===== config.mk =====
export PLATFORM = sky130hd
export DESIGN_NAME = ps2_mouse_init_ctrl
export DESIGN_NICKNAME = d
export VERILOG_FILES = /design/src/rtl/ps2_pkg.sv /design/src/rtl/ps2_timeout.sv /design/src/rtl/ps2_mouse_init_ctrl.sv
export SDC_FILE = /design/constraint.sdc
export NUM_CORES = 1
export LEC_CHECK = 0
export CAP_MARGIN = 15
export CORE_MARGIN = 5
export CORE_UTILIZATION = 59
export DETAILED_ROUTE_END_ITERATION = 10
export PLACE_DENSITY = 0.84
export SETUP_SLACK_MARGIN = 0.5
export SKIP_LAST_GASP = 1
export SYNTH_ARGS = -nofsm -noshare
export SYNTH_HDL_FRONTEND = slang
export SYNTH_SLANG_ARGS = --single-unit

===== constraint.sdc =====
create_clock -name Clk -period 5.2 [get_ports Clk]
set_clock_uncertainty 0.15 [all_clocks]
set_input_delay 0.78 -clock Clk [delete_from_list [all_inputs] [get_ports Clk]]
set_output_delay 0.78 -clock Clk [all_outputs]
set_load 0.01 [all_outputs]

===== src/rtl/ps2_pkg.sv =====
// Shared PS/2 mouse command/response bytes and the init controller state encoding.
package ps2_pkg;

    localparam logic [7:0] CMD_RESET    = 8'hFF;
    localparam logic [7:0] CMD_ENABLE   = 8'hF4;
    localparam logic [7:0] RSP_ACK      = 8'hFA;
    localparam logic [7:0] RSP_RESEND   = 8'hFE;
    localparam logic [7:0] RSP_BAT_OK   = 8'hAA;
    localparam logic [7:0] RSP_BAT_FAIL = 8'hFC;
    localparam logic [7:0] RSP_ID       = 8'h00;

    typedef enum logic [3:0] {
        IDLE,
        SEND_RST,
        WAIT_TXRST,
        WAIT_ACK1,
        WAIT_BAT,
        WAIT_ID,
        SEND_EN,
        WAIT_TXEN,
        WAIT_ACK2,
        STREAM,
        FAIL
    } ps2_state_e;

    // States in which the response timeout is armed.
    function automatic logic is_wait_state(input ps2_state_e s);
        return (s == WAIT_TXRST) || (s == WAIT_ACK1) || (s == WAIT_BAT) ||
               (s == WAIT_ID) || (s == WAIT_TXEN) || (s == WAIT_ACK2);
    endfunction

endpackage


===== src/rtl/ps2_timeout.sv =====
// Free-running response timer; Expired holds once the count reaches TIMEOUT_CYCLES-1.
module ps2_timeout #(
    parameter int TIMEOUT_CYCLES = 25000000
) (
    input  logic Clk,
    input  logic Reset,
    input  logic Clear,
    output logic Expired
);

    localparam int CNT_W = (TIMEOUT_CYCLES > 1) ? $clog2(TIMEOUT_CYCLES) : 1;
    localparam logic [CNT_W-1:0] LAST = CNT_W'(TIMEOUT_CYCLES - 1);

    logic [CNT_W-1:0] cnt_q;

    always_ff @(posedge Clk) begin
        if (Reset || Clear) begin
            cnt_q <= '0;
        end else if (cnt_q != LAST) begin
            cnt_q <= cnt_q + 1'b1;
        end
    end

    assign Expired = (cnt_q == LAST);

endmodule


===== src/rtl/ps2_mouse_init_ctrl.sv =====
// PS/2 mouse bring-up: reset, BAT/ID check, enable streaming, then forward packets.
module ps2_mouse_init_ctrl
    import ps2_pkg::*;
#(
    parameter int TIMEOUT_CYCLES = 25000000,
    parameter int MAX_RETRIES    = 3
) (
    input  logic       Clk,
    input  logic       Reset,
    output logic       TxWrite,
    output logic [7:0] TxData,
    input  logic       TxDone,
    input  logic       TxIdle,
    input  logic [7:0] RxData,
    input  logic       RxValid,
    output logic [7:0] StreamData,
    output logic       StreamValid,
    output logic       Ready,
    output logic       Error,
    output logic [1:0] Retries
);

    ps2_state_e state_q, state_d;
    logic       tx_write_q, tx_write_d;
    logic [7:0] tx_data_q, tx_data_d;
    logic [7:0] stream_data_q, stream_data_d;
    logic       stream_valid_q, stream_valid_d;
    logic       ready_q, ready_d;
    logic       error_q, error_d;
    logic [1:0] retries_q, retries_d;
    logic       prev_aa_q, prev_aa_d;
    logic       restart;
    logic       can_retry;
    logic       expired;
    logic       tmo_clear;

    assign can_retry = (int'(retries_q) < MAX_RETRIES);

    always_comb begin
        state_d        = state_q;
        tx_write_d     = 1'b0;
        tx_data_d      = tx_data_q;
        stream_data_d  = stream_data_q;
        stream_valid_d = 1'b0;
        retries_d      = retries_q;
        prev_aa_d      = 1'b0;
        restart        = 1'b0;

        case (state_q)
            IDLE: state_d = SEND_RST;
            SEND_RST: begin
                if (TxIdle) begin
                    tx_write_d = 1'b1;
                    tx_data_d  = CMD_RESET;
                    state_d    = WAIT_TXRST;
                end
            end
            WAIT_TXRST: begin
                if (TxDone) state_d = WAIT_ACK1;
                else if (RxValid || expired) restart = 1'b1;
            end
            WAIT_ACK1: begin
                if (RxValid) begin
                    if (RxData == RSP_ACK) state_d = WAIT_BAT;
                    else if (RxData == RSP_RESEND) state_d = SEND_RST;
                    else restart = 1'b1;
                end else if (expired) begin
                    restart = 1'b1;
                end
            end
            WAIT_BAT: begin
                if (RxValid) begin
                    if (RxData == RSP_BAT_OK) state_d = WAIT_ID;
                    else restart = 1'b1;
                end else if (expired) begin
                    restart = 1'b1;
                end
            end
            WAIT_ID: begin
                if (RxValid) begin
                    if (RxData == RSP_ID) state_d = SEND_EN;
                    else restart = 1'b1;
                end else if (expired) begin
                    restart = 1'b1;
                end
            end
            SEND_EN: begin
                if (TxIdle) begin
                    tx_write_d = 1'b1;
                    tx_data_d  = CMD_ENABLE;
                    state_d    = WAIT_TXEN;
                end
            end
            WAIT_TXEN: begin
                if (TxDone) state_d = WAIT_ACK2;
                else if (RxValid || expired) restart = 1'b1;
            end
            WAIT_ACK2: begin
                if (RxValid) begin
                    if (RxData == RSP_ACK) state_d = STREAM;
                    else if (RxData == RSP_RESEND) state_d = SEND_EN;
                    else restart = 1'b1;
                end else if (expired) begin
                    restart = 1'b1;
                end
            end
            STREAM: begin
                prev_aa_d = prev_aa_q;
                if (RxValid) begin
                    stream_valid_d = 1'b1;
                    stream_data_d  = RxData;
                    prev_aa_d      = (RxData == RSP_BAT_OK);
                    // AA then 00 is a fresh device announcing itself: re-enable it.
                    if (prev_aa_q && (RxData == RSP_ID)) begin
                        state_d   = SEND_EN;
                        retries_d = 2'd0;
                        prev_aa_d = 1'b0;
                    end
                end
            end
            FAIL: state_d = FAIL;
            default: state_d = IDLE;
        endcase

        if (restart) begin
            if (can_retry) begin
                retries_d = retries_q + 2'd1;
                state_d   = SEND_RST;
            end else begin
                state_d = FAIL;
            end
        end

        ready_d = (state_d == STREAM);
        error_d = (state_d == FAIL);
    end

    assign tmo_clear = (state_d != state_q) || !is_wait_state(state_q);

    ps2_timeout #(
        .TIMEOUT_CYCLES(TIMEOUT_CYCLES)
    ) u_timeout (
        .Clk    (Clk),
        .Reset  (Reset),
        .Clear  (tmo_clear),
        .Expired(expired)
    );

    always_ff @(posedge Clk) begin
        if (Reset) begin
            state_q        <= IDLE;
            tx_write_q     <= 1'b0;
            tx_data_q      <= 8'h00;
            stream_data_q  <= 8'h00;
            stream_valid_q <= 1'b0;
            ready_q        <= 1'b0;
            error_q        <= 1'b0;
            retries_q      <= 2'd0;
            prev_aa_q      <= 1'b0;
        end else begin
            state_q        <= state_d;
            tx_write_q     <= tx_write_d;
            tx_data_q      <= tx_data_d;
            stream_data_q  <= stream_data_d;
            stream_valid_q <= stream_valid_d;
            ready_q        <= ready_d;
            error_q        <= error_d;
            retries_q      <= retries_d;
            prev_aa_q      <= prev_aa_d;
        end
    end

    assign TxWrite     = tx_write_q;
    assign TxData      = tx_data_q;
    assign StreamData  = stream_data_q;
    assign StreamValid = stream_valid_q;
    assign Ready       = ready_q;
    assign Error       = error_q;
    assign Retries     = retries_q;

endmodule


* Word level (Yosys, flattened, before mapping)
Cells that the tools add are included.
Cells by class: add/subtract/negate cells 2, order comparisons 1, eq/ne operators 20, mux-type cells 41, bitwise operators 2, reductions and logical operators 20
Operators with widths (count):
- 2-to-1 mux 4 bit | 18
- one-hot mux 4 bit (11 select lines) | 1
- adder 25 x 1 -> 25 bit (second input constant) | 1
- equality test 25 bit (second input constant) | 1
- != test 25 bit (second input constant) | 1
- equality test 8 bit (second input constant) | 3
- equality test 4 bit (second input constant) | 5
- equality test 4 x 3 -> 1 bit (second input constant) | 4
- 2-to-1 mux 8 bit | 2
- one-hot mux 8 bit (2 select lines) | 1
- 2-to-1 mux 1 bit | 13
- 2-to-1 mux 2 bit | 5
- OR reduction 2 bit | 5
- equality test 4 x 2 -> 1 bit (second input constant) | 2
- zero test 8 bit | 1
- logical OR 1 bit | 8
- equality test 4 x 1 -> 1 bit (second input constant) | 1
- zero test 4 bit | 1
- != test 2 bit (second input constant) | 2
- != test 4 bit | 1
- one-hot mux 1 bit (4 select lines) | 1
- AND reduction 3 bit | 1
- adder 2 x 1 -> 2 bit (second input constant) | 1
- < comparator 2 bit (second input constant) | 1
- 5 further kinds | 6
Word-level totals: bits in registers 52, input bits 13, output and inout bits 22, word-level logic and storage cells 96

* Depth between registers and ports, before layout
Gate-level depths: netlist of the first run.
depth in word-level cells 9, mapped depth 11, mapped depth without buffers 7

* Hierarchy
From an unflattened synthesis of the first run, not the netlist that was laid out.
Second synthesis, totals: cell total of the unflattened synthesis 315, area total of the unflattened synthesis 2622.5 um2
Modules (own cells, without submodules):
- ps2_mouse_init_ctrl | instances 1, cells each 184, area each 1446.4 um2, sequential area each 420.4 um2
- ps2_timeout | instances 1, cells each 131, area each 1176.1 um2, sequential area each 500.5 um2

* Least setup slack after synthesis of the first run
OpenSTA, ideal clock, no wires.
path kind input to register, start input RxValid, end register u_timeout.cnt_q[10], setup time 0.073 ns, data arrival time 2.768 ns, data required time 4.977 ns, setup slack 2.209 ns, stages 10, path buffers 3, cell sequence buf_2 > and4b_1 > clkbuf_1 > and4_1 > nor4_1 > nand3b_1 > a211oi_1 > o211ai_4 > buf_6 > nor3_2
Between the ends: cells in the longest elaborated chain, start to end 8, elaborated cells on any way between the ends 17, those cells by class eq/ne: 1; mux: 13; reduce/logical: 3
Ends and longest elaborated chain:
- from (decl) | RTL line ps2_mouse_init_ctrl.sv:15 | input logic RxValid,
- logical OR 1 bit | RTL line ps2_mouse_init_ctrl.sv:60, ps2_mouse_init_ctrl.sv:96
- 2-to-1 mux 1 bit | RTL line ps2_mouse_init_ctrl.sv:60, ps2_mouse_init_ctrl.sv:96
- 2-to-1 mux 1 bit | RTL line ps2_mouse_init_ctrl.sv:59 | if (TxDone) state_d = WAIT_ACK1;
- one-hot mux 1 bit (4 select lines) | RTL line ps2_mouse_init_ctrl.sv:49 | case (state_q)
- 2-to-1 mux 4 bit (*) | RTL line ps2_mouse_init_ctrl.sv:125 | if (restart) begin
- != test 4 bit (*) | RTL line ps2_mouse_init_ctrl.sv:138 | assign tmo_clear = (state_d != state_q) || !is_wait_state(state_q);
- logical OR 1 bit (*) | RTL line ps2_mouse_init_ctrl.sv:138
- logical OR 1 bit (*) | RTL line ps2_timeout.sv:17 | if (Reset || Clear) begin
- to (signal assigned) | RTL line ps2_timeout.sv:20 | cnt_q <= cnt_q + 1'b1;
- to (decl) | RTL line ps2_timeout.sv:14 | logic [CNT_W-1:0] cnt_q;
Mark *: on every way between the ends. The rest lies on a longest branch, timed or not. A chain may end at the register's enable or synchronous reset.

* Final worst setup path of the first run
start input RxValid, end register u_timeout.cnt_q[22]
The elaborated chain is that of the path after synthesis.

==> summary.txt, run 1 <==
CTS
  – Clk buf depth: 2
  – H-tree depth: 2
  – Post-CTS Setup Inserts: 0
  – Clk_lat worst skew: 310 ps
  – Clock sinks: 46
  – CTS tree: done
  – Root Buffer: clkbuf_8
  – Post-cts resize count: 0
  – Hold buffer count at CTS: 0
  – Clock transition at path regs: 90 ps
  – Inserted Clock Buffers: 5

Setup path
  – Critical Path RT: 5210 ps
  – Crit path DAT: 3710 ps
  – CP Capture Type: register
  – WS Path Type: input pin to register
  – Worst-path fanout max: 25
  – Reg2Reg Launch Point: state_q[3]$_SDFF_PP0_
  – Startpoint types: input pin
  – Crit. Startpoint: RxValid

Timing
  – Final setup viols: 0
  – RSZ-0062 raised after global routing: no
  – Slew headroom: 37.2%
  – Least-Margin Pin Slew: 938 ps
  – Final worst-path cycle share: 71.2%
  – Final TNS setup: 0 ps
  – Final hold viol count: 0
  – Max Slew Vio Count: 0
  – Max Clock Freq: 0.270 GHz
  – Minimum clock period: 3700 ps

Logic synthesis
  – Number of distinct library cells after synthesis: 57
  – Yosys top cell by area: dfxtp_1
  – Post-synthesis cell area: 0.00266 mm2
  – Top-count cell post-synth: dfxtp_1
  – Main flop type after synthesis: dfxtp_1
  – Post-synth ARST share: 0%
  – Synth Register Bits: 46
  – Syn Inst Count: 295
  – Area share of the largest cell type after synthesis: 34.7%
  – Synth warnings: 0
  – Syn_area_per_cell: 9.00 um2
  – Top post-synthesis cells by area: dfxtp_1 (35%), nor3_2 (7.5%), xor2_1 (4.6%)
  – Top cells by count, synth: dfxtp_1 (46), nand2_1 (31), nor3_2 (20)
  – EDFF count, synth: 0
  – Register area share after synthesis: 34.7%
  – Net count after synthesis: 310

Layout
  – Cell area after layout: 0.00300 mm2
  – Area Growth Syn to Fin: 13.0%
  – Share of cells above drive strength 1: 14.0%
  – Fin nets: 328
  – ANT cells: 0

Global routing
  – GRT Overall Usage: 19.1%
  – First-pass GRT wire length: 9660 um
  – Initial antenna violation count: 0
  – Largest net degree at the start of global routing: 26
  – Congestion Overflow GR: 0
  – Vias in the first global route: 2117

Power
  – Total power: 0.707 mW
  – Net Sw Power: 0.209 mW
  – Combinational power share: 15.5%
  – Sequential share of power: 52.3%
  – Pwr Density: 235 mW/mm2
  – Clock power share: 32.2%
  – Peak VDD IR: 0.159 mV
  – Static leakage: 0.936 nW
  – Cell-internal power: 0.498 mW
  – Switching share of power: 29.6%

Drt
  – Post-route ant nets: 0
  – Total vias in the final route: 2183
  – Iter 0 DRT Violations: 107
  – Routed WL: 5530 um
  – Drt pass-1 iters: 4
  – Residual DRC count: 0
  – Avg WL per Cell: 15.1 um
  – Vias per cell: 5.96

Hold path
  – Hold WC Path Type: register to register
  – HP Start: StreamData[3]$_SDFFE_PP0P_

Floorplanning
  – Die W: 77.1 um
  – Core area: 0.00435 mm2
  – # rows: 24
  – Die Area: 0.00594 mm2
  – Ports: 35
  – Die Height: 77.1 um
  – Starting Density: 61.0%

Placed design
  – GP Congestion: 0.951
  – Cell Area, Placed: 0.00291 mm2
  – Dpl hpwl: 3960 um
  – IO buf count: 34

Flow run
  – Maxcap violations: 0

Status
  – Status: completed
[sequential cells by signal, indices dropped and copies added (netlist names)]
signal / cells
StreamData: 8
TxWrite: 1
Error: 1
u_timeout.cnt_q: 25
TxData: 2
prev_aa_q: 1
Retries: 2
StreamValid: 1
state_q: 4
Ready: 1
[layout by cell type (no fill, tap or decap), types with 9 or more instances in the layout]
master / netlist / layout
nor3_1: 11 / 11
nor2_1: 14 / 14
dfxtp_1: 46 / 46
xor2_1: 14 / 14
a21oi_1: 17 / 17
xnor2_1: 11 / 11
clkdlybuf4s50_1: 0 / 34
nor3_2: 20 / 20
nand4_1: 9 / 9
nand2_1: 31 / 31
and3_1: 9 / 9
[stage by stage]
stage / util, % / setup WS, ps / cells / hold slack (ps)
final: 69.0 / 1500 / 366 / 311
after global routing: 69.0 / 1290 / 366 / 333
after CTS: 69.0 / 1500 / 366 / 313
after detailed placement: 66.8 / 1190 / 358 / 299
after global placement: 66.8 / 1220 / 358 / 292
after floorplan: - / 2210 / 295 / 331
[power groups by stage]
| stage | Sequential [mW] | Combinational (mW) | Clock (mW) |
|---|---|---|---|
| after floorplan | 0.370 | 0.0949 | 0 |
| after global placement | 0.377 | 0.109 | 0 |
| after detailed placement | 0.378 | 0.110 | 0 |
| after CTS | 0.369 | 0.110 | 0.233 |
| after global routing | 0.371 | 0.119 | 0.250 |
| final | 0.370 | 0.110 | 0.228 |
[worst paths after layout]
path              cells past startpoint  slack (ps)                                to
hold / removal                        2         310        StreamData[3]$_SDFFE_PP0P_
setup / recovery                      8        1500  u_timeout.cnt_q[22]$_SDFFE_PP0P_
hold reg to reg                       2         310        StreamData[3]$_SDFFE_PP0P_
setup reg to reg                      7        1550  u_timeout.cnt_q[22]$_SDFFE_PP0P_
[cell type report]
type,instances,area (um2)
clock inverters,3,25.0
flip-flops and latches,46,921
clock buffers,5,68.8
repair buffers,35,348
inverters,6,22.5
multi-input cells,219,1550
fillers,351,1350
well taps,52,65.1
[worst max-delay path: stages]
cell	delay, ps
clkdlybuf4s50_1	530
and4b_1	350
a31oi_1	160
nor4_1	80
a221oi_2	680
a211oi_1	170
o211ai_4	810
nor3_1	130
[cell families after synthesis]
family,Yosys count,share of synthesized area (%)
AO/OA/AOI/OAI,36,9.66
multiplexers,5,1.93
adder cells (fa/ha/maj),2,0.942
XOR/XNOR,26,8.86
flip-flops,46,34.7
buffers and inverters,30,6.88
AND/OR/NAND/NOR,150,37.1
[routing by layer]
layer / up-vias / routed length (um) / part of all wire (%) / track usage [%]
met2: 54 / 2630 / 48 / 30.6
li1: 1090 / - / - / -
met3: 7 / 306 / 5.5 / 5.50
met5: - / 0 / 0 / 0
met4: 0 / 67 / 1.2 / 5.15
met1: 1032 / 2530 / 46 / 25.2
Note: power is estimated with default switching activity, not from simulation.
==> run 2, diff against run 1 <==
--- a/config.mk
+++ b/config.mk
@@ -7,9 +7,9 @@
 export LEC_CHECK = 0
 export CAP_MARGIN = 15
 export CORE_MARGIN = 5
-export CORE_UTILIZATION = 59
+export CORE_UTILIZATION = 55
 export DETAILED_ROUTE_END_ITERATION = 10
-export PLACE_DENSITY = 0.84
+export PLACE_DENSITY = 0.79
 export SETUP_SLACK_MARGIN = 0.5
 export SKIP_LAST_GASP = 1
 export SYNTH_ARGS = -nofsm -noshare
==> constraint.sdc (replaced) <==
create_clock -name Clk -period 3.8 [get_ports Clk]
set_clock_uncertainty 0.15 [all_clocks]
set_input_delay 0.57 -clock Clk [delete_from_list [all_inputs] [get_ports Clk]]
set_output_delay 0.57 -clock Clk [all_outputs]
set_load 0.01 [all_outputs]
==> run 2 against run 1 <==
  * Routed wire length grew 12%
  * Critical path depth rose by 1
  * Via count up 5.0%
  * Cell area grew 6.6%
  * Sequential power is 36% higher
  * Global-route usage rose by 1.1 points
  * Combinational power up 81%
  * Final cell count up 3.6%
  * Clock power increased by 25%
  * Utilization is 0.75 points lower
  * Clock-buffer cell count grew 1
==> summary.txt, run 2 (same netlist as run 1, synthesis figures left out) <==
Placed design
  – Dpl hpwl: 4060 um
  – GP Congestion: 0.846
  – IO buf count: 34

Setup path
  – CP max stage delay: 610 ps
  – Critical Path RT: 3820 ps
  – R2R Setup Slk: 690 ps
  – CP cell instances: clkdlybuf4s50_1 > and4_1 > a211oi_2 > nor4_2 > a221oi_4 > nor4b_4 > buf_4 > o211ai_4 > nor3_2
  – Reg2reg end: u_timeout.cnt_q[2]$_SDFFE_PP0P_
  – Crit path DAT: 3190 ps
  – FF-to-FF path depth: 9
  – Worst-path fanout max: 12
  – Startpoint types: input pin
  – CP Capture Type: register
  – Reg2Reg Launch Point: state_q[3]$_SDFF_PP0_
  – WS Path Type: input pin to register
  – Critical Path Slowest Stage Cell: clkdlybuf4s50_1

Timing
  – Final hold viol count: 0
  – Max Slew Vio Count: 0
  – Minimum clock period: 3160 ps
  – Max Clock Freq: 0.316 GHz
  – Final worst-path cycle share: 83.3%
  – RSZ-0062 raised after global routing: no
  – Final TNS setup: 0 ps
  – Least-Margin Pin Slew: 603 ps
  – Final setup viols: 0
  – Slew headroom: 59.7%

Global routing
  – Congestion Overflow GR: 0
  – Largest net degree at the start of global routing: 26
  – Vias in the first global route: 2178
  – First-pass GRT wire length: 10200 um
  – GRT Overall Usage: 20.2%
  – Initial antenna violation count: 0

Drt
  – Post-route ant nets: 0
  – Total vias in the final route: 2293
  – Avg WL per Cell: 16.4 um
  – Vias per cell: 6.05
  – Residual DRC count: 0
  – Routed WL: 6200 um
  – Iter 0 DRT Violations: 188
  – Drt pass-1 iters: 4

Layout
  – Commonest cells after routing, fill and taps aside: dfxtp_1 (46), clkdlybuf4s50_1 (34), nand2_1 (31)
  – ANT cells: 0
  – Register area: 921 um2
  – FILL cells: 368
  – Area Growth Syn to Fin: 20.5%
  – Fin nets: 340
  – Share of cells above drive strength 1: 19.7%
  – Multi-input gate area: 0.00166 mm2
  – Commonest non-fill, non-tap cell in the layout: dfxtp_1
  – Max reg flops: 25
  – Largest Register: u_timeout.cnt_q

Floorplanning
  – # rows: 25
  – Starting Density: 56.6%
  – Die Height: 79.5 um
  – Core area: 0.00469 mm2
  – Die Area: 0.00632 mm2
  – Ports: 35
  – Die W: 79.5 um

Power
  – Cell-internal power: 0.700 mW
  – Clock power share: 28.8%
  – Total power: 0.988 mW
  – Net Sw Power: 0.287 mW
  – Combinational power share: 20.1%
  – Static leakage: 1.01 nW
  – Switching share of power: 29.1%
  – Peak VDD IR: 0.224 mV
  – Sequential share of power: 51.0%
  – Pwr Density: 309 mW/mm2

CTS
  – Clk_lat worst skew: 300 ps
  – Clock sinks: 46
  – H-tree depth: 2
  – CTS tree: done
  – Root Buffer: clkbuf_8
  – Inserted Clock Buffers: 5
  – Hold buffer count at CTS: 0
  – Clk buf depth: 2
  – Clock transition at path regs: 80 ps

Flow run
  – Maxcap violations: 0

Hold path
  – WHS Endpoint: StreamData[2]$_SDFFE_PP0P_
  – WHS Path Cells: 2
  – HP Start: StreamData[2]$_SDFFE_PP0P_
  – Hold WC Path Type: register to register

Status
  – Status: completed
[run 2: changes by cell type in the layout (fill, tap and decap cells not counted), moves of 2 or more]
cell / previous run / this run
buf_12: 0 / 2
buf_4: 1 / 9
nor4_1: 7 / 3
nor4_2: 0 / 4
o21ai_0: 2 / 0
o21ai_2: 0 / 2
[run 2: critical path, delay by kind of cell]
| family | cells | cell delay, ps |
|---|---|---|
| AOI/OAI and AO/OA | 3 | 710 |
| buffers and inverters | 2 | 790 |
| and+or+nand+nor | 4 | 1100 |
[run 2: cell type report]
class	count	share of cell area (%)
clock buffers	6	2.27
clock inverters	1	0.235
multi-input cells	221	51.9
inverters	6	0.704
flip-flops and latches	46	28.8
repair buffers	45	14.0
well taps	54	2.11
[run 2: what timing repair did]
| action | 4_1_cts | 5_1_grt |
|---|---|---|
| hold endpoints to repair | 0 | 0 |
| cloned | 1 | 1 |
| gates resized for setup | 6 | 9 |
| pin swaps | 1 | 3 |
| endpoints found under the setup margin | 25 | 25 |
| buffers inserted | 0 | 3 |
[run 2: layer usage]
metal / GRT usage [%] / vias to the layer above / wire, um
met5: 0 / - / 0
met4: 7.39 / 0 / 159
met3: 3.95 / 15 / 351
met2: 31.6 / 75 / 2770
met1: 27.5 / 1081 / 2920
li1: - / 1122 / -
[run 2: how the worst max path moves through the flow]
stage / start / end / depth (start not counted)
finish: RxData[4] / u_timeout.cnt_q[9]$_SDFFE_PP0P_ / 9
global route: RxData[4] / u_timeout.cnt_q[9]$_SDFFE_PP0P_ / 9
global placement: RxData[0] / u_timeout.cnt_q[1]$_SDFFE_PP0P_ / 8
floorplan: RxValid / u_timeout.cnt_q[10]$_SDFFE_PP0P_ / 10
CTS: RxData[1] / u_timeout.cnt_q[0]$_SDFFE_PP0P_ / 10
detailed placement: RxData[0] / u_timeout.cnt_q[1]$_SDFFE_PP0P_ / 8
[run 2: power by group through the flow]
stage | sequential, mW | combinational (mW) | clock, mW
2_1_floorplan | 0.507 | 0.130 | 0
3_3_place_gp | 0.514 | 0.168 | 0
3_5_place_dp | 0.515 | 0.171 | 0
4_1_cts | 0.503 | 0.181 | 0.291
5_1_grt | 0.506 | 0.212 | 0.307
6_report | 0.504 | 0.199 | 0.285
[run 2: stage by stage]
step	instances	hold WS [ps]	util [%]	worst slack, ps	instance area (um2)
after floorplan	295	331	-	1020	2660
after global placement	367	292	63.4	183	2980
after detailed placement	367	300	63.4	89.6	2980
after CTS	375	315	66.2	552	3110
after global routing	379	335	68.2	482	3200
final	379	312	68.2	636	3200
==> run 3, diff against run 2 <==
==> constraint.sdc (replaced) <==
create_clock -name Clk -period 3.1 [get_ports Clk]
set_clock_uncertainty 0.15 [all_clocks]
set_input_delay 0.465 -clock Clk [delete_from_list [all_inputs] [get_ports Clk]]
set_output_delay 0.465 -clock Clk [all_outputs]
set_load 0.01 [all_outputs]
==> run 3 against run 2 <==
  * Critical path depth is 1 higher
  * Non-clock buffer count up 28
  * Cell area increased by 12%
  * Sequential power grew 21%
  * Clock-buffer cell count down 1
  * Sequential share of layout area decreased by 2.7 points
  * Total power rose by 32%
  * Global-route usage increased by 2.8 points
  * Die area stayed put
==> summary.txt, run 3 (same netlist as run 1, synthesis figures left out) <==
Placed design
  – Cell Area, Placed: 0.00315 mm2
  – GP Congestion: 0.869
  – Inst Count DP: 381
  – IO buf count: 34
  – Post-Place Setup Slack: -62.0 ps
  – Dpl hpwl: 4580 um

Global routing
  – First-pass GRT wire length: 11600 um
  – Congestion Overflow GR: 0
  – GRT Overall Usage: 23.0%
  – Vias in the first global route: 2513
  – Initial antenna violation count: 0
  – Largest net degree at the start of global routing: 21

Layout
  – Share of cells above drive strength 1: 32.2%
  – Post-Layout Cell Count: 405
  – Core Util, Final: 76.2%
  – Area Growth Syn to Fin: 34.7%
  – Largest Register: u_timeout.cnt_q
  – Multi-input gate area: 0.00178 mm2
  – Cell area after layout: 0.00358 mm2
  – Commonest non-fill, non-tap cell in the layout: dfxtp_1
  – FILL cells: 319
  – Max reg flops: 25
  – Commonest cells after routing, fill and taps aside: dfxtp_1 (42), nand2_1 (31), buf_4 (28)
  – Fin nets: 366
  – ANT cells: 0
  – Register area: 933 um2

Setup path
  – Worst-path fanout max: 13
  – CP cell instances: buf_6 > or4b_4 > a31oi_4 > nor4_4 > a221oi_4 > mux2i_2 > xor2_2 > buf_4 > buf_12 > nor3_1
  – Crit path DAT: 2840 ps
  – WS Path Type: register to register
  – CP max stage delay: 550 ps
  – Startpoint types: register
  – Critical Path RT: 3170 ps
  – WP buf/inv: 3
  – Critical Path Slowest Stage Cell: or4b_4
  – Top delay family on crit path: simple AND/OR/NAND/NOR gates
  – CP Capture Type: register

CTS
  – H-tree depth: 2
  – Clk buf depth: 2
  – Clk_lat worst skew: 300 ps
  – Clock sinks: 46
  – Root Buffer: clkbuf_8
  – Inserted Clock Buffers: 5
  – CTS tree: done
  – Clock transition at path regs: 80 ps

Power
  – Total power: 1.30 mW
  – Static leakage: 1.24 nW
  – Pwr Density: 364 mW/mm2
  – Peak VDD IR: 0.243 mV

Drt
  – Vias per cell: 5.92
  – Total vias in the final route: 2397
  – Residual DRC count: 0
  – Iter 0 DRT Violations: 87
  – Routed WL: 6940 um
  – Avg WL per Cell: 17.1 um
  – Drt pass-1 iters: 4
  – Post-route ant nets: 0

Floorplanning
  – Die Height: 79.5 um
  – Die Area: 0.00632 mm2
  – Core area: 0.00469 mm2
  – Ports: 35
  – Starting Density: 56.6%
  – # rows: 25
  – Die W: 79.5 um

Status
  – Status: completed

Timing
  – Max Clock Freq: 0.361 GHz
  – Max Slew Vio Count: 0
  – Final TNS setup: 0 ps
  – Final hold viol count: 0
  – RSZ-0062 raised after global routing: yes
  – Slew headroom: 71.4%
  – Worst setup margin: 329 ps
  – Hold WS: 305 ps
  – Least-Margin Pin Slew: 422 ps
  – Minimum clock period: 2770 ps
  – Final setup viols: 0
  – Final worst-path cycle share: 89.4%

Flow run
  – Maxcap violations: 0

Hold path
  – Hold WC Path Type: register to register
==> run 3: changes by cell type in the layout (fill, tap and decap cells not counted), sizes merged <==
cell           delta
clkbuf            -1
o211ai            -1
clkinv            +2
dlygate4sd2      +10
clkinvlp          -1
a221oi            -1
clkdlybuf4s50    -10
buf              +28
==> run 3: worst register-to-register path, cell delays in order, from the launching register on <==
cell and delay [ps]:
dfxtp_4 370, buf_6 120, or4b_4 550, a31oi_4 180, nor4_4 80, a221oi_4 340, mux2i_2 330, xor2_2 110
buf_4 150, buf_12 150, nor3_1 170
==> run 3: repair_timing <==
action,4_1_cts,5_1_grt
cloned,1,0
gates resized for setup,51,9
setup buffers,15,1
setup endpoints to repair,28,30
endpoints found under the hold margin,0,0
pin swaps,10,4
hold buffers,0,0
==> run 3: layer usage <==
| metal | global-route usage, % | part of all wire [%] |
|---|---|---|
| met5 | 0 | 0 |
| met4 | 9.97 | 2.2 |
| met3 | 4.51 | 4.6 |
| met2 | 43.9 | 54 |
| met1 | 24.1 | 39 |
==> run 3: power by group <==
part	switching, mW	total [mW]	internal (mW)
logic	0.177	0.339	0.162
clock network	0.199	0.351	0.152
registers	0.0144	0.612	0.597
total	0.390	1.30	0.911
==> run 3: worst paths after layout <==
check	start	endpoint	slack [ps]	cells past startpoint
hold reg to reg	StreamData[0]$_SDFFE_PP0P_	StreamData[0]$_SDFFE_PP0P_	300	2
setup / recovery	state_q[0]$_SDFF_PP0_	u_timeout.cnt_q[21]$_SDFFE_PP0P_	330	10
hold / removal	StreamData[0]$_SDFFE_PP0P_	StreamData[0]$_SDFFE_PP0P_	300	2
setup reg to reg	state_q[0]$_SDFF_PP0_	u_timeout.cnt_q[21]$_SDFFE_PP0P_	330	10
==> run 3: cell type report <==
type / instances / share of cell area [%]
Clock inverter: 2 / 0.280
Tap cell: 54 / 1.89
Multi-Input combinational cell: 219 / 49.7
Sequential cell: 46 / 26.1
Inverter: 6 / 0.630
Clock buffer: 5 / 1.92
Timing Repair Buffer: 73 / 19.4
==> RTL edit: new RTL, config.mk and constraints of run 3 <==
The output `Error` loses its register stage (`error_q` becomes a continuous assignment).
--- a/src/rtl/ps2_mouse_init_ctrl.sv
+++ b/src/rtl/ps2_mouse_init_ctrl.sv
@@ -154,7 +154,6 @@
             stream_data_q  <= 8'h00;
             stream_valid_q <= 1'b0;
             ready_q        <= 1'b0;
-            error_q        <= 1'b0;
             retries_q      <= 2'd0;
             prev_aa_q      <= 1'b0;
         end else begin
@@ -164,11 +163,12 @@
             stream_data_q  <= stream_data_d;
             stream_valid_q <= stream_valid_d;
             ready_q        <= ready_d;
-            error_q        <= error_d;
             retries_q      <= retries_d;
             prev_aa_q      <= prev_aa_d;
         end
     end
+
+    assign error_q = error_d;
 
     assign TxWrite     = tx_write_q;
     assign TxData      = tx_data_q;
Function: changed (a bounded check fails within 10 cycles, from zero or initial values and one cycle with Reset high).
==> RTL edit against run 3 <==
Design area grew 5.4%. Worst hold slack lost 0.0067 ns. Count of clock-buffer cells in the layout is the same. Wire length grew 13%. Sequential cell count shrank 1. Via count grew 23%. Worst setup slack gained 0.22 ns. Synthesized cell count grew 25%. Area after synthesis grew 8.5%. Largest cell class unchanged.
Power is not compared: it rests on default switching activity, and its combinational part moved more than twofold at a synthesized area within 25%.
==> RTL edit: results (changes against run 3) <==
status=completed (unchanged); GRT Total Usage=0.226 (was 0.230); syn nets=383 (was 310); critical path data arrival time=2.58 ns (was 2.84 ns); post-DP HPWL=4760 um (was 4580 um); fraction of layout cells with a size suffix above 1=0.233 (was 0.322); antenna cells=0 (unchanged); vias in the first global route=2,618 (was 2,513); first-pass GRT wire length=12,200 um (was 11,600 um); routed length per instance=16.1 um (was 17.1 um); post-synth cell types=65 (was 57); Iter 0 DRT Violations=333 (was 87); critical-path maximum fanout=6 (was 13); Worst path slowest cell=clkdlybuf4s50_1 (was or4b_4); gpl congestion=0.952 (was 0.869); synth top area cells=dfxtp_1 31%, nand3_1 8.0%, nor3_1 5.4% (was dfxtp_1 35%, nor3_2 7.5%, xor2_1 4.6%); Hold WC Path Type=input port to flip-flop (was flip-flop to flip-flop); Vias/cell=5.99 (was 5.92); Final nets=435 (was 366); CP peak stage delay=0.42 ns (was 0.55 ns); largest net degree at the start of global routing=26 (was 21); fill cell count=383 (was 319); Post-synth top cells=46 x nand3_1, 45 x dfxtp_1, 40 x nor2_1 (was 46 x dfxtp_1, 31 x nand2_1, 20 x nor3_2); asr flop ratio synth=0 (unchanged); sequential share of the synthesized area=0.313 (was 0.347)
[RTL edit: changes by cell type after synthesis, moves of 4 or more]
cell             run 3  this run
and2_1               7         1
o211ai_1             0         4
nand2_1             31        23
nor3_2              20         3
nor2_1              14        40
xnor2_1             11        17
and3_1               9         5
nand2b_1             2         8
nand3_1              7        46
nor3_1              11        31
o21ai_0              2         6
xor2_1              14         7
[RTL edit: final timing paths]
check | startpoint | endpoint | slack, ns | depth (start not counted)
worst max-delay path | TxDone | u_timeout.cnt_q[1] | 0.55 | 11
worst min-delay path | RxData[4] | StreamData[4] | 0.30 | 3
worst max register to register | state_q[3] | u_timeout.cnt_q[1] | 0.62 | 11
worst min register to register | StreamData[6] | StreamData[6] | 0.30 | 2
[RTL edit: what timing repair did]
| action | CTS | global route |
|---|---|---|
| endpoints found under the setup margin | 26 | 26 |
| hold endpoints to repair | 0 | 0 |
| resized for setup | 24 | 43 |
| setup buffers | 5 | 10 |
| gates cloned | 0 | 2 |
| pin swaps | 9 | 13 |
[RTL edit: area by class of cell]
cell class | count | area, um2 | area share
multi-input combinational | 288 | 1960 | 0.520
clock buffer | 5 | 68.8 | 0.0183
clock inverter | 2 | 35.0 | 0.00930
tap | 70 | 87.6 | 0.0232
inverter | 7 | 26.3 | 0.00697
timing repair buffer | 73 | 674 | 0.179
sequential | 45 | 917 | 0.243
[RTL edit: metal layers]
layer,wire [um],global-route usage
met1,3560,0.311
met2,3530,0.357
met5,0,0
met4,115,0.0615
met3,672,0.0466
[RTL edit: through the flow]
step / hold WS (ns) / total power [mW] / setup slack, ns / instance area [um2] / std cells
global placement: 0.291 / 1.18 / -0.0346 / 3360 / 466
floorplan: 0.331 / 0.995 / 0.741 / 2880 / 368
CTS: 0.308 / 1.62 / 0.506 / 3520 / 478
global route: 0.311 / 1.83 / 0.450 / 3770 / 490
finish: 0.298 / 1.75 / 0.553 / 3770 / 490
detailed placement: 0.298 / 1.18 / -0.0421 / 3360 / 466
[RTL edit: worst max-delay path, delay by kind of cell]
| family | cells | cell delay (ns) |
|---|---|---|
| and+or+nand+nor | 3 | 0.51 |
| muxes | 1 | 0.20 |
| AOI/OAI and AO/OA | 2 | 0.28 |
| buffers and inverters | 4 | 0.96 |
| xor gates and xnor gates | 1 | 0.16 |
[RTL edit: where the power goes]
group,internal (mW),switching (mW)
sequential,0.601,0.0409
combinational,0.316,0.369
clock,0.234,0.191
total,1.15,0.601
[RTL edit: cell families after synthesis]
logic type,synth area share
flops,0.312
xor+xnor,0.0786
fa+ha+maj,0.00868
mux,0.00738
simple gates,0.382
compound gates,0.145
buf+inv,0.0655
